===== config.mk =====
export PLATFORM = sky130hd
export DESIGN_NAME = board_ctrl
export DESIGN_NICKNAME = d
export VERILOG_FILES = /design/src/rtl/board_pkg.sv /design/src/rtl/board_debounce.sv /design/src/rtl/board_ctrl.sv
export SDC_FILE = /design/constraint.sdc
export NUM_CORES = 1
export LEC_CHECK = 0
export ABC_AREA = 1
export ABC_CLOCK_PERIOD_IN_PS = 3470
export CAP_MARGIN = 30
export CORE_MARGIN = 4
export CORE_UTILIZATION = 32
export CTS_CLUSTER_SIZE = 16
export DETAILED_ROUTE_END_ITERATION = 7
export SYNTH_ARGS = -nofsm -noshare
export SYNTH_HDL_FRONTEND = slang
export SYNTH_SLANG_ARGS = --single-unit

===== constraint.sdc =====
create_clock -name clk25 -period 3.47 [get_ports clk25]
set_input_delay 1.041 -clock clk25 [delete_from_list [all_inputs] [get_ports clk25]]
set_output_delay 1.041 -clock clk25 [all_outputs]
set_load 0.05 [all_outputs]

===== src/rtl/board_pkg.sv =====
// Shared definitions for the board control slice.
//   rst_state_t : reset sequencer states
//   BTN_RESET   : button index that drives the system reset
//   BTN_PAGE    : button index that pages the LED monitor
//   safe_clog2  : ceil(log2(value)), never less than 1, for sizing counters/selects
package board_pkg;

  typedef enum logic [1:0] {
    POR,
    RUN,
    HOLD
  } rst_state_t;

  localparam int unsigned BTN_RESET = 0;
  localparam int unsigned BTN_PAGE  = 1;

  function automatic int unsigned safe_clog2(input int unsigned value);
    return (value <= 1) ? 1 : $clog2(value);
  endfunction

endpackage


===== src/rtl/board_debounce.sv =====
// Single-button input conditioner: polarity normalisation, two-flop synchroniser,
// stability counter and press-edge detector.
//   clk25 : system clock
//   rst   : synchronous active-high reset
//   pin   : raw asynchronous button pin
//   level : debounced state, 1 = pressed
//   press : one-cycle pulse when level rises
module board_debounce
  import board_pkg::*;
#(
  parameter int unsigned DEBOUNCE_CYCLES = 250000,
  parameter bit          BTN_ACTIVE_LOW  = 1'b1
) (
  input  logic clk25,
  input  logic rst,
  input  logic pin,
  output logic level,
  output logic press
);

  localparam int unsigned    CW      = safe_clog2(DEBOUNCE_CYCLES);
  localparam logic [CW-1:0]  CNT_MAX = CW'(DEBOUNCE_CYCLES - 1);

  logic          pin_norm;
  logic          sync1;
  logic          sync2;
  logic [CW-1:0] cnt;

  // Normalising ahead of the synchroniser lets the flops reset to 0 = not pressed.
  assign pin_norm = BTN_ACTIVE_LOW ? ~pin : pin;

  always_ff @(posedge clk25) begin
    if (rst) begin
      sync1 <= 1'b0;
      sync2 <= 1'b0;
      cnt   <= '0;
      level <= 1'b0;
      press <= 1'b0;
    end else begin
      sync1 <= pin_norm;
      sync2 <= sync1;
      press <= 1'b0;
      if (sync2 == level) begin
        cnt <= '0;
      end else if (cnt == CNT_MAX) begin
        cnt   <= '0;
        level <= sync2;
        // Only a rising level produces a pulse; releases are silent.
        press <= sync2;
      end else begin
        cnt <= cnt + 1'b1;
      end
    end
  end

endmodule


===== src/rtl/board_ctrl.sv =====
// Board-level control between the raw pins and the system instance.
//   clk25     : system clock (only clock)
//   rst       : synchronous active-high reset
//   button_in : raw button pins
//   monitor   : debug word paged onto the LEDs
//   btn_level : debounced button state, 1 = pressed
//   btn_press : one-cycle pulse per debounced press
//   sys_rst   : stretched active-high reset for downstream logic
//   led       : currently selected monitor slice (registered)
//   led_sel   : current slice index
module board_ctrl
  import board_pkg::*;
#(
  parameter int unsigned NUM_BUTTONS     = 4,
  parameter bit          BTN_ACTIVE_LOW  = 1'b1,
  parameter int unsigned DEBOUNCE_CYCLES = 250000,
  parameter int unsigned POR_CYCLES      = 1024,
  parameter int unsigned MON_WIDTH       = 16,
  parameter int unsigned LED_WIDTH       = 8
) (
  input  logic                                             clk25,
  input  logic                                             rst,
  input  logic [NUM_BUTTONS-1:0]                           button_in,
  input  logic [MON_WIDTH-1:0]                             monitor,
  output logic [NUM_BUTTONS-1:0]                           btn_level,
  output logic [NUM_BUTTONS-1:0]                           btn_press,
  output logic                                             sys_rst,
  output logic [LED_WIDTH-1:0]                             led,
  output logic [safe_clog2(MON_WIDTH / LED_WIDTH)-1:0]     led_sel
);

  localparam int unsigned    NSLICE  = MON_WIDTH / LED_WIDTH;
  localparam int unsigned    SEL_W   = safe_clog2(NSLICE);
  localparam logic [SEL_W-1:0] SEL_MAX = SEL_W'(NSLICE - 1);
  localparam int unsigned    PW      = safe_clog2(POR_CYCLES);
  localparam logic [PW-1:0]  POR_MAX = PW'(POR_CYCLES - 1);

  // ---------------------------------------------------------------------------
  // Button conditioning
  // ---------------------------------------------------------------------------
  for (genvar g = 0; g < NUM_BUTTONS; g++) begin : g_btn
    board_debounce #(
      .DEBOUNCE_CYCLES(DEBOUNCE_CYCLES),
      .BTN_ACTIVE_LOW (BTN_ACTIVE_LOW)
    ) u_debounce (
      .clk25(clk25),
      .rst  (rst),
      .pin  (button_in[g]),
      .level(btn_level[g]),
      .press(btn_press[g])
    );
  end

  // ---------------------------------------------------------------------------
  // Reset sequencer
  // ---------------------------------------------------------------------------
  rst_state_t  rst_state;
  logic [PW-1:0] por_cnt;

  // sys_rst is assigned alongside each transition so it matches the new state.
  always_ff @(posedge clk25) begin
    if (rst) begin
      rst_state <= POR;
      por_cnt   <= '0;
      sys_rst   <= 1'b1;
    end else begin
      case (rst_state)
        POR: begin
          if (por_cnt == POR_MAX) begin
            por_cnt   <= '0;
            rst_state <= RUN;
            sys_rst   <= 1'b0;
          end else begin
            por_cnt <= por_cnt + 1'b1;
            sys_rst <= 1'b1;
          end
        end
        RUN: begin
          if (btn_level[BTN_RESET]) begin
            rst_state <= HOLD;
            sys_rst   <= 1'b1;
          end else begin
            sys_rst <= 1'b0;
          end
        end
        HOLD: begin
          // Release restarts the stretch so downstream logic sees a full reset.
          if (!btn_level[BTN_RESET]) begin
            rst_state <= POR;
            por_cnt   <= '0;
          end
          sys_rst <= 1'b1;
        end
        default: begin
          rst_state <= POR;
          por_cnt   <= '0;
          sys_rst   <= 1'b1;
        end
      endcase
    end
  end

  // ---------------------------------------------------------------------------
  // LED pager
  // ---------------------------------------------------------------------------
  logic [LED_WIDTH-1:0] led_slice;

  always_comb begin
    led_slice = '0;
    for (int i = 0; i < NSLICE; i++) begin
      if (led_sel == SEL_W'(i)) begin
        led_slice = monitor[i*LED_WIDTH +: LED_WIDTH];
      end
    end
  end

  // Not gated by sys_rst: the monitor stays visible while the system is held.
  always_ff @(posedge clk25) begin
    if (rst) begin
      led_sel <= '0;
      led     <= '0;
    end else begin
      led <= led_slice;
      if (btn_press[BTN_PAGE]) begin
        led_sel <= (led_sel == SEL_MAX) ? '0 : led_sel + 1'b1;
      end
    end
  end

endmodule


==> impl_metrics.tcl, run 1 <==
set metrics [dict create \
    status "finished clean" \
    synth-edff-count 0 \
    leakagePower_nw 1.96 \
    rows 46 \
    syn_area_um2 5260 \
    antenna_found_initial 0 \
    clkTransAtPathRegs_ns 0.07 \
    drtIter0Drc 280 \
    worstSetupEndpointType "output port" \
    syn_nets 784 \
    grt_pass1_wl_mm 18.2 \
    synth_cells 757 \
    critPathRequiredTime_ns 2.43 \
    die_area_um2 18600 \
    io_pins 40 \
    syn_area_per_cell_um2 6.95 \
    final_nets 820 \
    fmax_ghz 0.361 \
    grt_pass1_vias 4085 \
    synth_top_area_frac 0.419 \
    port_buffers 39 \
    final_design_area_no_fill_um2 6100 \
    stdcell_count 1014 \
    cp_slowest_cell "clkdlybuf4s50_1" \
    ys_warn_count 0 \
    drc_errors 0 \
    post-cts-setup-buffers 0 \
    swShare 0.217 \
    cts_max_path_buffers 2 \
    drt_wl_total_mm 10.4 \
    period_share 0.798 \
    seqPwrFrac 0.539 \
    htree_levels 3 \
    routabilityCongestion 0.815 \
    critical_path.cell_chain "clkdlybuf4s50_1" \
    crit_buf_inv 1 \
    p_per_area_nw_per_um2 390 \
    setup_viol 0 \
    arrival_ns 1.73 \
    die_w_um 136 \
    cts_tree "yes" \
    hold_violations 0 \
    syn_to_final_growth_pct 16.0 \
    clk_latency_ns 0.35 \
    relSlewSlack 0.636 \
    ys.flop_type "dfxtp_1" \
    vias 4458 \
    yosysMostFrequentCell "nand2_1" \
    initial_core_util 0.329 \
    drive_gt1_frac 0.0764 \
    p_sw_mw 0.516 \
    rsz0062_at_grt "no" \
    vdd_drop_max_uv 285 \
    min_period_ns 2.77 \
    place_inst 998 \
    cts.repair.resized 0 \
    antenna_left 0 \
    cts_sinks 110 \
    cp_max_fo 11 \
    p_total_mw 2.38 \
    drt-wirelength-per-cell_um 10.2 \
    die_y_um 136 \
    hold_path_class "flip-flop to flip-flop" \
    yosys-top-cells-area "dfxtp_1 42%, nand2_1 12%, nor2_1 11%, inv_1 5.9%, nand3_1 4.3%" \
    async_flop_share 0 \
    holdBufCountCts 0 \
    postPlaceCellArea_um2 5810 \
    n_fill_cell 1707 \
    startpoint_type "flip-flop" \
    final.setup.tns_ns 0 \
    viasPerCell 4.40 \
    gr-total-overflow 0 \
    drt_first_pass_iters 4 \
    hpwl_mm 7.62 \
    grt_usage 0.119 \
    path_delay_family "buffers and inverters" \
    p_int_mw 1.86 \
    ys_seq_area_frac 0.419 \
    grt_max_degree 19 \
    p_comb_frac 0.038 \
    max_cap_viol_count 0 \
    worstMarginPinSlew_ns 0.544 \
    fin_skew_ns 0.00671 \
    fp.coreArea_um2 16000 \
    numCtsBuffers 9 \
    ctsRootBufferMaster "clkbuf_16" \
    yosysTopAreaCell "dfxtp_1" \
    antenna_cells 0 \
    clkPwrFrac 0.423 \
    synth_cell_types 30 \
    synth_seq_cells 110 \
    worstSetupPathType "flip-flop to output port" \
    slew_violations 0 \
    synth_common_cells "170 x nand2_1, 161 x nor2_1, 110 x dfxtp_1" \
    crit_path_max_incr_delay_ns 0.87 \
]
-- power by group through the flow --
stage	Sequential (mW)	Clock, mW	Combinational, mW
final	1.28	1.01	0.0895
after CTS	1.28	1.05	0.0909
after detailed placement	1.31	0	0.0906
after global routing	1.28	1.11	0.0989
after floorplan	1.33	0	0.0324
after global placement	1.31	0	0.0904
-- cells in the final DEF (no fill, tap or decap), types with 2 or more instances in the layout --
cell type        count
nand2_1            170
nor2_1             161
dfxtp_1            110
inv_1               83
nand3_1             45
a21oi_1             41
clkdlybuf4s50_1     39
xor2_1              18
nor2_2              18
o21ai_0             16
nand4_1             14
xnor2_1             13
nor3_1               9
clkbuf_16            9
nand2_2              8
or2_2                6
or2_0                6
ha_1                 5
nand3b_1             4
nor2_4               3
a21oi_2              3
clkbuf_8             3
nor3_2               2
and2_1               2
clkinv_4             2
buf_4                2
-- kinds of logic (layout without fill, tap and decap cells) --
| kind of cell | count (synthesis) | count (layout) | synth area share |
|---|---|---|---|
| adders and majority gates | 5 | 5 | 0.0119 |
| AOI/OAI and AO/OA | 60 | 60 | 0.0592 |
| xor gates and xnor gates | 31 | 31 | 0.0516 |
| and+or+nand+nor | 451 | 451 | 0.374 |
| buffers and inverters | 100 | 141 | 0.0844 |
| DFF | 110 | 110 | 0.419 |
-- stage by stage --
stage                     setup slack [ns]  utilization  hold WS, ns
after global routing                 0.609        0.381        0.412
final                                0.702        0.381        0.394
after detailed placement             0.957        0.363        0.394
after CTS                            0.676        0.381        0.396
after floorplan                       1.65            -        0.388
after global placement               0.998        0.363        0.390
-- final timing paths --
path	start	end	slack, ns	cells after the start
max	led_sel	led_sel	0.70	1
min	g_btn[2].u_debounce.sync1	g_btn[2].u_debounce.sync2	0.39	2
max reg2reg	g_btn[0].u_debounce.cnt[0]	g_btn[0].u_debounce.cnt[16]	1.84	6
min reg2reg	g_btn[2].u_debounce.sync1	g_btn[2].u_debounce.sync2	0.39	2
-- routing by layer --
layer / share of wire / track usage
met5: 0 / 0
met4: 0.017 / 0.0426
met3: 0.066 / 0.0459
met2: 0.42 / 0.186
met1: 0.50 / 0.151
-- layout make-up --
type / count / area (um2) / share of cell area
Multi-Input combinational cell: 547 / 2610 / 0.428
Sequential cell: 110 / 2200 / 0.361
Timing Repair Buffer: 41 / 405 / 0.0664
Inverter: 84 / 315 / 0.0517
Tap cell: 216 / 270 / 0.0443
Clock buffer: 12 / 267 / 0.0437
Clock inverter: 4 / 30.0 / 0.00492
-- registers in the layout (all words and copies together) (netlist names) --
register                flops
g_btn.u_debounce.sync2      4
g_btn.u_debounce.cnt       72
g_btn.u_debounce.sync1      4
por_cnt                    10
led                         8
rst_state                   2
led_sel                     1
g_btn.u_debounce.level      4
sys_rst                     1
g_btn.u_debounce.press      4
No activity file was read; power rests on OpenSTA's default activity.
==> run 2: changes to the inputs <==
Settings changed: ABC_CLOCK_PERIOD_IN_PS 3470 to 2600.
Clock period 3.47 ns to 2.6 ns, I/O delays scaled along.
==> run 2 against run 1 <==
Die area unchanged. Sequential power increased by 34%. Register-to-register slack got worse by 0.86 ns. Setup slack got worse by 0.50 ns. Flip-flop and latch count unchanged. Non-clock buffer count increased by 2. Routed wire length increased by 0.35%. Global-route usage increased by 0.32 points. Worst hold slack improved by 0.0090 ns. Combinational power increased by 35%.
==> impl_metrics.tcl, run 2 (synthesis results as in run 1) <==
set metrics [dict create \
    htree_levels 3 \
    path_delay_family "buffers and inverters" \
    numCtsBuffers 9 \
    hold_path_class "flip-flop to flip-flop" \
    cts_tree "yes" \
    leakagePower_nw 1.97 \
    drt-wirelength-per-cell_um 10.2 \
    die_w_um 136 \
    ff2ff_path_depth 6 \
    vdd_drop_max_uv 304 \
    cts_sinks 110 \
    worstReg2RegEnd "g_btn[0].u_debounce.cnt[16]" \
    antenna_found_initial 0 \
    die_area_um2 18600 \
    io_pins 40 \
    layout_commonest_cell "nand2_1" \
    top_regs "g_btn.u_debounce.cnt: 72 flops, por_cnt: 10 flops, led: 8 flops" \
    drt_first_pass_iters 5 \
    critPathRequiredTime_ns 1.82 \
    antenna_cells 0 \
    syn_to_final_growth_pct 16.4 \
    hpwl_mm 7.69 \
    rsz0062_at_grt "no" \
    startpoint_type "flip-flop" \
    drive_gt1_frac 0.0763 \
    vias 4489 \
    cts_max_path_buffers 2 \
    period_share 0.924 \
    multi_input_area_um2 2610 \
    final_nets 822 \
    grt_max_degree 19 \
    wl_met2_mm 4.39 \
    grt_pass1_wl_mm 18.7 \
    regMostFlops "g_btn.u_debounce.cnt" \
    p_per_area_nw_per_um2 529 \
    slew_violations 0 \
    drc_errors 0 \
    gr-total-overflow 0 \
    holdBufCountCts 0 \
    initial_core_util 0.329 \
    n_fill_cell 1707 \
    cp_slowest_cell "clkdlybuf4s50_1" \
    drtIter0Drc 275 \
    clkTransAtPathRegs_ns 0.07 \
    dp_slack_ns 0.334 \
    routabilityCongestion 0.824 \
    worstMarginPinSlew_ns 0.536 \
    drt_wl_total_mm 10.4 \
    die_y_um 136 \
    rows 46 \
    fp.coreArea_um2 16000 \
    relSlewSlack 0.641 \
    worstSetupEndpointType "output port" \
    finalCoreUtilization 0.383 \
    cp.depth 1 \
    grt_usage 0.123 \
    routedLengthMet1_mm 5.12 \
    post-cts-setup-buffers 0 \
    clk_latency_ns 0.35 \
    arrival_ns 1.62 \
    grt_pass1_vias 4158 \
    ctsRootBufferMaster "clkbuf_16" \
    ff_latch_area_um2 2200 \
    fmax_ghz 0.416 \
    crit_path_max_incr_delay_ns 0.85 \
    worstSetupEndpoint "btn_level[0]" \
    fin_skew_ns 0.00593 \
    met3_length_um 735 \
    reg2reg_from "g_btn[0].u_debounce.cnt[0]" \
    hold_violations 0 \
    critical_path.cell_chain "clkdlybuf4s50_1" \
    cp_max_fo 6 \
    min_period_ns 2.40 \
    r2r_slack_ns 0.98 \
    largest_register_ffs 72 \
    status "finished clean" \
    setup_viol 0 \
    final_cell_mix "170 x nand2_1, 161 x nor2_1, 110 x dfxtp_1" \
    cts.repair.resized 0 \
    final.setup.tns_ns 0 \
    max_cap_viol_count 0 \
    maxUsedRoutingLayer "met4" \
    viasPerCell 4.42 \
    final.setup.worst_slack_ns 0.198 \
    crit_buf_inv 1 \
    port_buffers 39 \
    worstSetupPathType "flip-flop to output port" \
    antenna_left 0 \
    crit_path_start "g_btn[0].u_debounce.level" \
]
-- run 2: per-layer routing --
metal  global-route usage  up-vias
met5                    0        -
met4               0.0375        0
met3               0.0492       12
met2                0.188       88
met1                0.158     1961
li1                     -     2428
-- run 2: where the power goes --
| part | total (mW) | switching [mW] | internal [mW] | leakage [nW] |
|---|---|---|---|---|
| clock | 1.41 | 0.609 | 0.800 | 0.146 |
| sequential | 1.71 | 0.0105 | 1.70 | 0.891 |
| combinational | 0.121 | 0.0669 | 0.0544 | 0.932 |
| total | 3.24 | 0.687 | 2.56 | 1.97 |
-- run 2: how the worst min path moves through the flow --
stage                                         start                         to  cells after the start
after global routing      g_btn[1].u_debounce.sync1  g_btn[1].u_debounce.sync2                      2
after CTS                 g_btn[1].u_debounce.sync1  g_btn[1].u_debounce.sync2                      2
final                     g_btn[1].u_debounce.sync1  g_btn[1].u_debounce.sync2                      2
after global placement    g_btn[1].u_debounce.sync1  g_btn[1].u_debounce.sync2                      2
after detailed placement  g_btn[1].u_debounce.sync1  g_btn[1].u_debounce.sync2                      2
after floorplan           g_btn[0].u_debounce.sync1  g_btn[0].u_debounce.sync2                      2
-- run 2: per-stage QoR --
step                      hold slack [ns]  std cells  total power, mW  cell area, um2
after global routing                0.416       1016             3.39            6120
after floorplan                     0.388        757             1.82            5260
after global placement              0.389       1000             1.87            5820
after CTS                           0.401       1016             3.30            6120
after detailed placement            0.392       1000             1.87            5820
final                               0.403       1016             3.24            6120
-- run 2: area by class of cell --
type	count	share of cell area
multi-input cells	547	0.427
well taps	216	0.0441
inverters	84	0.0515
repair buffers	43	0.0686
flip-flops and latches	110	0.360
clock inverters	3	0.00695
clock buffers	13	0.0425
-- run 2: worst min-delay path, stage by stage (launching register included) --
cell	delay [ns]
dfxtp_1	0.30
inv_1	0.04
nor2_1	0.03
==> run 3: changes to the inputs <==
Settings changed: ABC_CLOCK_PERIOD_IN_PS 2600 to 2810.
Clock period 2.6 ns to 2.81 ns, I/O delays scaled along.
==> run 3 against run 2 <==
Power shrank 4.6%. Sequential power down 8%. Register-to-register slack better by 0.18 ns. Cell count barely moved. Largest cell class unchanged.
==> impl_metrics.tcl, run 3 (synthesis results as in run 1) <==
set metrics [dict create \
    routabilityCongestion 0.832 \
    hold_path_class "flip-flop to flip-flop" \
    worstReg2RegEnd "g_btn[3].u_debounce.cnt[16]" \
    seqPwrFrac 0.512 \
    holdBufCountCts 0 \
    die_w_um 136 \
    fin_skew_ns 0.00684 \
    period_share 0.911 \
    finalCoreUtilization 0.384 \
    holdPathEnd "g_btn[1].u_debounce.sync2" \
    hpwl_mm 7.82 \
    clkTransAtPathRegs_ns 0.07 \
    p_total_mw 3.09 \
    htree_levels 3 \
    antenna_cells 0 \
    status "finished clean" \
    path_delay_family "buffers and inverters" \
    hold_violations 0 \
    grt_max_degree 20 \
    initial_core_util 0.329 \
    place_inst 999 \
    min_period_ns 2.56 \
    gr-total-overflow 0 \
    numCtsBuffers 9 \
    timing.hold.ws_ns 0.401 \
    worstSetupPathType "flip-flop to output port" \
    cp_slowest_cell "clkdlybuf4s50_1" \
    drt_wl_total_mm 10.4 \
    relSlewSlack 0.637 \
    critPathRequiredTime_ns 1.97 \
    drive_gt1_frac 0.0776 \
    die_area_um2 18600 \
    drt-wirelength-per-cell_um 10.3 \
    port_buffers 39 \
    cp.depth 1 \
    worstMarginPinSlew_ns 0.543 \
    dp_slack_ns 0.548 \
    antenna_left 0 \
    fmax_ghz 0.391 \
    grt_pass1_wl_mm 18.2 \
    antenna_found_initial 0 \
    clk_latency_ns 0.35 \
    fp.coreArea_um2 16000 \
    worstSetupEndpointType "output port" \
    largest_register_ffs 72 \
    crit_buf_inv 1 \
    setup_viol 0 \
    final.setup.worst_slack_ns 0.250 \
    vias 4430 \
    max_cap_viol_count 0 \
    crit_path_max_incr_delay_ns 0.87 \
    vdd_drop_max_uv 296 \
    postPlaceCellArea_um2 5810 \
    final.setup.tns_ns 0 \
    worstHoldStart "g_btn[1].u_debounce.sync1" \
    p_sw_mw 0.676 \
    viasPerCell 4.36 \
    syn_to_final_growth_pct 16.8 \
    final_nets 821 \
    top_regs "g_btn.u_debounce.cnt: 72 flops, por_cnt: 10 flops, led: 8 flops" \
    startpoint_type "flip-flop" \
    p_comb_frac 0.036 \
    swShare 0.219 \
    drt_first_pass_iters 4 \
    critical_path.cell_chain "clkdlybuf4s50_1" \
    stdcell_count 1015 \
    reg2reg_from "g_btn[3].u_debounce.cnt[0]" \
    crit_path_start "led_sel" \
    final_design_area_no_fill_um2 6140 \
    cp_max_fo 11 \
    cts_max_path_buffers 2 \
    min_path_cells 2 \
    io_pins 40 \
    p_per_area_nw_per_um2 504 \
    cts.repair.resized 0 \
    post-cts-setup-buffers 0 \
    leakagePower_nw 1.98 \
    slew_violations 0 \
    drc_errors 0 \
    rsz0062_at_grt "no" \
    drtIter0Drc 170 \
    cts_tree "yes" \
    arrival_ns 1.72 \
    p_int_mw 2.42 \
    grt_usage 0.119 \
    grt_pass1_vias 4169 \
    r2r_slack_ns 1.16 \
    final_cell_mix "170 x nand2_1, 161 x nor2_1, 110 x dfxtp_1" \
    ff2ff_path_depth 8 \
    rows 46 \
    layout_commonest_cell "nand2_1" \
    regMostFlops "g_btn.u_debounce.cnt" \
    die_y_um 136 \
    n_fill_cell 1742 \
    ctsRootBufferMaster "clkbuf_16" \
    cts_sinks 110 \
    clkPwrFrac 0.452 \
]
-- run 3: layout make-up --
cell class,instances,area [um2],area share
clock buffers,9,225,0.0367
clock inverters,7,105,0.0171
inverters,84,315,0.0513
multi-input cells,547,2610,0.425
flip-flops and latches,110,2200,0.358
well taps,216,270,0.0440
repair buffers,42,413,0.0672
-- run 3: how the worst max path moves through the flow --
stage	to	slack, ns
floorplan	g_btn[3].u_debounce.cnt[15]	1.18
global placement	g_btn[0].u_debounce.cnt[11]	0.57
detailed placement	g_btn[2].u_debounce.cnt[2]	0.55
CTS	led_sel	0.23
global route	led_sel	0.18
finish	led_sel	0.25
-- run 3: power by group through the flow --
stage / clock network, mW / registers, mW / logic, mW
5_1_grt: 1.52 / 1.59 / 0.123
3_5_place_dp: 0 / 1.62 / 0.114
6_report: 1.40 / 1.58 / 0.113
4_1_cts: 1.45 / 1.58 / 0.115
3_3_place_gp: 0 / 1.62 / 0.114
2_1_floorplan: 0 / 1.64 / 0.0401
-- run 3: worst min-delay path: stages, from the launching register on --
cell,delay [ns]
dfxtp_1,0.30
inv_1,0.04
nor2_1,0.03
-- run 3: layer usage --
metal / global-route usage / up-vias / share of wire
met3: 0.0437 / 11 / 0.062
met5: 0 / - / 0
met4: 0.0364 / 0 / 0.013
met1: 0.148 / 1930 / 0.49
met2: 0.192 / 64 / 0.44
li1: - / 2425 / -
